[src/rtl/dmem_port_arbiter.sv]
// Two-port round-robin arbiter and byte-lane controller for a single-port,
// byte-addressable data memory. Port 0 is the CPU load/store path, port 1
// is the loader/debug/DMA path. One access is serviced every two cycles:
// an IDLE cycle that grants a request, then an ACCESS cycle that drives
// the memory. The response is registered and appears in the following cycle.
module dmem_port_arbiter #(
  parameter int ADDR_W = 32
) (
  input  logic              clk,
  input  logic              rst,
  input  logic [1:0]        req_valid,
  output logic [1:0]        req_ready,
  input  logic              req_we0,
  input  logic              req_we1,
  input  logic [1:0]        req_size0,
  input  logic [1:0]        req_size1,
  input  logic              req_unsigned0,
  input  logic              req_unsigned1,
  input  logic [ADDR_W-1:0] req_addr0,
  input  logic [ADDR_W-1:0] req_addr1,
  input  logic [31:0]       req_wdata0,
  input  logic [31:0]       req_wdata1,
  output logic [1:0]        resp_valid,
  output logic              resp_err,
  output logic [31:0]       resp_rdata,
  output logic [ADDR_W-1:0] mem_addr,
  output logic [31:0]       mem_wdata,
  output logic [3:0]        mem_we,
  input  logic [31:0]       mem_rdata
);

  typedef enum logic {
    IDLE   = 1'b0,
    ACCESS = 1'b1
  } state_t;

  localparam logic [1:0] SIZE_BYTE = 2'b00;
  localparam logic [1:0] SIZE_HALF = 2'b01;
  localparam logic [1:0] SIZE_WORD = 2'b10;

  state_t state;
  state_t state_next;

  // last_grant resets to 1 so that port 0 wins the first contested cycle
  logic last_grant;
  logic grant_any;
  logic grant_id;

  logic              lat_we;
  logic [1:0]        lat_size;
  logic              lat_unsigned;
  logic [ADDR_W-1:0] lat_addr;
  logic [31:0]       lat_wdata;
  logic              lat_id;

  logic        acc_err;
  logic [3:0]  lane_we;
  logic [31:0] lane_wdata;
  logic [31:0] load_shift;
  logic [31:0] load_result;

  // Round-robin winner selection: a lone requester wins, a tie goes to
  // the port that was not granted last
  always_comb begin
    grant_any = |req_valid;
    grant_id  = 1'b0;
    if (req_valid == 2'b11) begin
      grant_id = ~last_grant;
    end else if (req_valid == 2'b10) begin
      grant_id = 1'b1;
    end
  end

  // Next-state and handshake: grant only in IDLE, ACCESS always lasts one cycle
  always_comb begin
    state_next = state;
    req_ready  = 2'b00;
    case (state)
      IDLE: begin
        if (grant_any) begin
          req_ready  = grant_id ? 2'b10 : 2'b01;
          state_next = ACCESS;
        end
      end
      ACCESS: begin
        state_next = IDLE;
      end
      default: begin
        state_next = IDLE;
      end
    endcase
  end

  // State register and round-robin history
  always_ff @(posedge clk or posedge rst) begin
    if (rst) begin
      state      <= IDLE;
      last_grant <= 1'b1;
    end else begin
      state <= state_next;
      if (state == IDLE && grant_any) begin
        last_grant <= grant_id;
      end
    end
  end

  // Capture the winning request so the requester may drop its fields after acceptance
  always_ff @(posedge clk or posedge rst) begin
    if (rst) begin
      lat_we       <= 1'b0;
      lat_size     <= 2'b00;
      lat_unsigned <= 1'b0;
      lat_addr     <= '0;
      lat_wdata    <= 32'h0;
      lat_id       <= 1'b0;
    end else if (state == IDLE && grant_any) begin
      lat_id <= grant_id;
      if (grant_id) begin
        lat_we       <= req_we1;
        lat_size     <= req_size1;
        lat_unsigned <= req_unsigned1;
        lat_addr     <= req_addr1;
        lat_wdata    <= req_wdata1;
      end else begin
        lat_we       <= req_we0;
        lat_size     <= req_size0;
        lat_unsigned <= req_unsigned0;
        lat_addr     <= req_addr0;
        lat_wdata    <= req_wdata0;
      end
    end
  end

  // Alignment check and store lane generation from the latched request
  always_comb begin
    acc_err    = 1'b0;
    lane_we    = 4'b0000;
    lane_wdata = lat_wdata;
    case (lat_size)
      SIZE_BYTE: begin
        lane_we    = 4'b0001 << lat_addr[1:0];
        lane_wdata = {4{lat_wdata[7:0]}};
      end
      SIZE_HALF: begin
        acc_err    = lat_addr[0];
        lane_we    = lat_addr[1] ? 4'b1100 : 4'b0011;
        lane_wdata = {2{lat_wdata[15:0]}};
      end
      SIZE_WORD: begin
        acc_err    = (lat_addr[1:0] != 2'b00);
        lane_we    = 4'b1111;
        lane_wdata = lat_wdata;
      end
      default: begin
        acc_err = 1'b1;
      end
    endcase
  end

  // Memory drive: write enables only during a legal store in ACCESS, so a
  // reset mid-access drops them as soon as the state register clears
  always_comb begin
    mem_addr  = {lat_addr[ADDR_W-1:2], 2'b00};
    mem_wdata = lane_wdata;
    mem_we    = 4'b0000;
    if (state == ACCESS && lat_we && !acc_err) begin
      mem_we = lane_we;
    end
  end

  // Load extraction: shift the addressed lane down, then sign or zero extend
  always_comb begin
    load_shift  = mem_rdata >> {lat_addr[1:0], 3'b000};
    load_result = mem_rdata;
    case (lat_size)
      SIZE_BYTE: begin
        load_result = {{24{load_shift[7] & ~lat_unsigned}}, load_shift[7:0]};
      end
      SIZE_HALF: begin
        load_result = {{16{load_shift[15] & ~lat_unsigned}}, load_shift[15:0]};
      end
      default: begin
        load_result = mem_rdata;
      end
    endcase
  end

  // Registered response: one-cycle pulse after ACCESS, data held until the next response
  always_ff @(posedge clk or posedge rst) begin
    if (rst) begin
      resp_valid <= 2'b00;
      resp_err   <= 1'b0;
      resp_rdata <= 32'h0;
    end else if (state == ACCESS) begin
      resp_valid <= lat_id ? 2'b10 : 2'b01;
      resp_err   <= acc_err;
      resp_rdata <= (acc_err || lat_we) ? 32'h0 : load_result;
    end else begin
      resp_valid <= 2'b00;
    end
  end

endmodule

[config.mk]
export PLATFORM = sky130hd
export DESIGN_NAME = dmem_port_arbiter
export DESIGN_NICKNAME = d
export VERILOG_FILES = /design/src/rtl/dmem_port_arbiter.sv
export SDC_FILE = /design/constraint.sdc
export NUM_CORES = 1
export LEC_CHECK = 0
export BUFFER_PORTS_ARGS = -buffer_cell sky130_fd_sc_hd__buf_2
export CORE_MARGIN = 2
export CORE_UTILIZATION = 35
export DETAILED_ROUTE_END_ITERATION = 6
export GPL_ROUTABILITY_DRIVEN = 0
export GPL_TIMING_DRIVEN = 0
export PLACE_DENSITY = 0.73
export SLEW_MARGIN = 10
export SYNTH_ARGS = -nofsm -noshare
export SYNTH_HDL_FRONTEND = slang
export SYNTH_SLANG_ARGS = --single-unit
[constraint.sdc]
create_clock -name clk -period 9.1 [get_ports clk]
set_input_delay 2.275 -clock clk [delete_from_list [all_inputs] [get_ports clk]]
set_output_delay 2.275 -clock clk [all_outputs]
set_load 0.005 [all_outputs]
# [Word-level counts from Yosys, hierarchy flattened]
# Index checks and enable logic that the tools add are counted.
[op_classes] eq_ne=4 shift=2 bitwise_logic=5 muxes=21 reduce_logical=8
[ops] op="32-bit one-hot mux with 2 select lines" count=2
[ops] op="32-bit 2-to-1 mux" count=3
[ops] op="32-bit by 5-bit right shift with 16-bit output" count=1
[ops] op="2-bit 2-to-1 mux" count=6
[ops] op="4-bit one-hot mux with 3 select lines" count=1
[ops] op="4-bit 2-to-1 mux" count=2
[ops] op="2-bit equality test (second input constant)" count=3
[ops] op="1-bit 2-to-1 mux" count=5
[ops] op="1-bit by 2-bit << shifter with 4-bit output (first input constant)" count=1
[ops] op="1-bit logical AND" count=3
[ops] op="1-bit NOT" count=3
[ops] op="1-bit one-hot mux with 3 select lines" count=1
[ops] op="1-bit bitwise AND" count=2
[ops] op="2-bit by 1-bit equality test with 1-bit output (second input constant)" count=1
[ops] op="2-bit logical NOT" count=1
[ops] op="1-bit one-hot mux with 2 select lines" count=1
[ops] op="2-bit nonzero test" count=1
[ops] op="2-bit OR reduction" count=1
[ops] op="1-bit logical NOT" count=1
[ops] op="1-bit logical OR" count=1
[word_totals] regBits=106 output_inout_bits=105 wordCells=51

# [Depth between registers and ports, before layout]
[logic_depth] ltp_word=6 ltp_mapped=7 mapped_depth_nobuf=4

# [Worst setup path before layout]
# OpenSTA, ideal clock, no wires.
[synth_path] path_kind="input to output" start="input req_valid[1]" end="output req_ready[0]" path_slack_ns=3.757 cell_stages=5 t_required_ns=6.825 arrival_time_ns=3.068 path_buffers=2 path_cell_list="nor2_1 -> or2_2 -> buf_2 -> nor2_2 -> buf_2"
[synth_via] elab_chain_len=6 elab_cells_between_ends=8 classes_between="eq/ne (2); mux (5); reduce/logical (1)"
[synth_lines] element="from (decl)" line_no="11" text="input logic [1:0] req_valid,"
[synth_lines] element="2-bit equality test" line_no="69" text="end else if (req_valid == 2'b10) begin"
[synth_lines] element="1-bit 2-to-1 mux" line_no="69"
[synth_lines] element="1-bit 2-to-1 mux" line_no="67" text="if (req_valid == 2'b11) begin"
[synth_lines] element="2-bit 2-to-1 mux" line_no="81" text="req_ready = grant_id ? 2'b10 : 2'b01;"
[synth_lines] element="2-bit 2-to-1 mux *" line_no="80" text="if (grant_any) begin"
[synth_lines] element="2-bit 2-to-1 mux *" line_no="78" text="case (state)"
[synth_lines] element="to (decl)" line_no="12" text="output logic [1:0] req_ready,"
# Mark *: on every way between the ends. The rest lies on a longest branch, timed or not.

# [Final worst setup path]
[layout_path] start="input req_valid[0]" end="output req_ready[1]"
# The elaborated chain is that of the path after synthesis.

==> reports/metrics.cfg <==
[die]
dieArea_um2=18400
die_height_um=135
start_util=0.353
fp.dieW_um=135
coreArea_um2=17100
rows=48
io_pins=277

[sta]
setup_tns_ps=0
fin_skew_ps=7.30
slew_viol_final=0
worst_pin_slew_ps=761
setup_violations=0
slew_headroom=0.492
finalCritPeriodShare=0.644
rsz0062_at_grt=false
period_needed_ps=5860
hold_viol=0
clock.fmax_mhz=171

[critical_path]
worstSetupEndpointType=primary output
reg2reg_from=last_grant$_DFFE_PP1P_
arrival_ps=3590
crit_start=req_valid[0]
worstSetupPathDepth=7
worstSetupStartpointType=input port
r2r_end=lat_wdata[6]$_DFFE_PP0P_
crit_chain=buf_2 -> nand2_1 -> nand2_1 -> buf_2 -> buf_2 -> nor2_1 -> buf_2
endpoint=req_ready[1]
worst_path_largest_cell_delay_ps=370
critical_path_peak_fanout=10
crit_family=buffers and inverters
cp.required_ps=6830
cp_common_cell=buf_2
slowest_stage=buf_2
critical_path_buf_inv_count=4
critPathKind=in -> out
rrSetupSlack_ps=7140
reg2reg_depth=6

[global_route]
grt_max_degree=69
grt_pass1_vias=5647
antenna_found_initial=0
grt_first_pass_wirelength_um=30600
grtUsageTotal=0.221
globalRoute.totalOverflow=0

[run]
maxCapViolations=0

[detailed_routing]
post_drt_wl_per_cell_um=18.0
wl_um=20200
avgViaCountPerCell=5.02
first_pass_iters=6
antenna_left=0
dr_total_vias=5637
drc=0
drt_iter0_markers=298

[finish]
fill_cells=1669
layout_commonest_cell=buf_2
multi_input_area_um2=2800
area_delta_synth_final_pct=32.5
n_antenna_cell=0
final_cell_mix=buf_2, dfrtp_1, nand2_1
fin_area_um2=8010
fin_util=0.468
drive_gt1_frac=0.442
final-seq-area_um2=2650
layout.nets=1065

[clock_network]
clk_pin_slew_worst_paths_ps=70
clkLatencyLatePin_ps=350
cts_max_path_buffers=2
postCtsSetupBuffers=0
ctsResizeCount=0
htree_levels=3
cts-buffers-inserted=9
cts_tree=done
cts_sinks=106
cts_root_buffer=clkbuf_16
cts_hold_buf=0

[synthesis]
synth_seq_cells=106
yosys_warnings=0
synth_area_leaders=dfrtp_1, mux2i_1, o21ai_0
synthDominantCellAreaShare=0.434
avgSynthCellArea_um2=9.98
synth_cells=606
synth.distinct_cells=49
synth_largest_area_cell=dfrtp_1
synth.cell_area_um2=6050
seq_area_frac_synth=0.439

[outcome]
outcome=finished clean

[pwr]
ir_drop_mv=0.0919
leakage_nw=4.20
powerDensity_nw_per_um2=211

[placement]
dpl_cell_area_um2=7740
port_buffers=274
dp_hpwl_um=15600

[min_path]
hold_start=lat_id$_DFFE_PP0P_
worstHoldPathType=reg -> reg
hold_depth=1

where the power goes:
group / total [W] / switching, W / internal, W
Sequential: 0.000654 / 0.0000723 / 0.000581
Clock: 0.000372 / 0.000177 / 0.000195
Combinational: 0.000667 / 0.000337 / 0.000330
Total: 0.00169 / 0.000587 / 0.00111
flip-flops by register name, indices dropped and copies added (netlist names):
signal	count
last_grant	1
lat_addr	32
lat_id	1
lat_size	2
lat_unsigned	1
lat_wdata	32
lat_we	1
resp_err	1
resp_rdata	32
resp_valid	2
state	1
layer usage:
metal / wire, um / vias to the layer above / track usage / share of wire
met4: 369 / 0 / 0.0694 / 0.018
met5: 0 / - / 0 / 0
met2: 9950 / 263 / 0.371 / 0.49
li1: - / 2685 / - / -
met1: 8420 / 2661 / 0.285 / 0.42
met3: 1430 / 28 / 0.0475 / 0.071
worst reg2reg max path: stages, from the launching register on:
cell,delay (ps)
dfstp_2,530
nand2_1,60
nand2_1,220
buf_2,280
buf_2,370
mux2i_1,290
o21ai_0,100
layout make-up:
class | count | share of cell area
buffer | 88 | 0.0671
clock buffer | 13 | 0.0312
clock inverter | 3 | 0.00312
inverter | 17 | 0.00859
multi-input combinational | 396 | 0.349
sequential | 106 | 0.331
tap | 225 | 0.0351
timing repair buffer | 275 | 0.175
per-stage QoR:
stage          power, W  hold WS (ps)  setup WS [ps]  std cells
2_1_floorplan   0.00105           418           3760        607
3_5_place_dp    0.00133           437           3210       1107
4_1_cts         0.00171           454           3210       1123
6_report        0.00169           445           3240       1123
3_3_place_gp    0.00132           432           2590       1106
5_1_grt         0.00181           485           3130       1123
worst min-delay path by stage:
stage / to / slack, ps
after floorplan: resp_valid[0]$_DFF_PP0_ / 420
after global placement: resp_valid[0]$_DFF_PP0_ / 430
after detailed placement: resp_valid[0]$_DFF_PP0_ / 440
after CTS: resp_valid[0]$_DFF_PP0_ / 450
after global routing: resp_valid[0]$_DFF_PP0_ / 480
final: resp_valid[0]$_DFF_PP0_ / 450
synth_stat cells, drive strengths merged:
library cell,count
dfrtp,105
nand2,82
mux2i,66
o21ai,66
buf,63
clkbuf,25
a21oi,24
mux2,24
nor3b,22
a221o,21
nor2b,18
inv,17
o2bb2ai,10
o221ai,8
a22o,7
a22oi,7
nor2,7
o22ai,5
a21o,3
nand2b,3
nor3,3
and2,2
o21a,2
or2,2
a2111oi,1
a211oi,1
a31oi,1
a32oi,1
conb,1
dfstp,1
mux4,1
nand3b,1
nand4,1
nor4,1
o311ai,1
or3,1
or3b,1
xor2,1
cells by family after synthesis:
logic type	synth area share
AOI/OAI and AO/OA	0.173
and+or+nand+nor	0.129
DFF	0.439
buffers and inverters	0.0995
muxes	0.158
xor gates and xnor gates	0.00145
other	0.000620
Power figures use the tool's default switching activity.
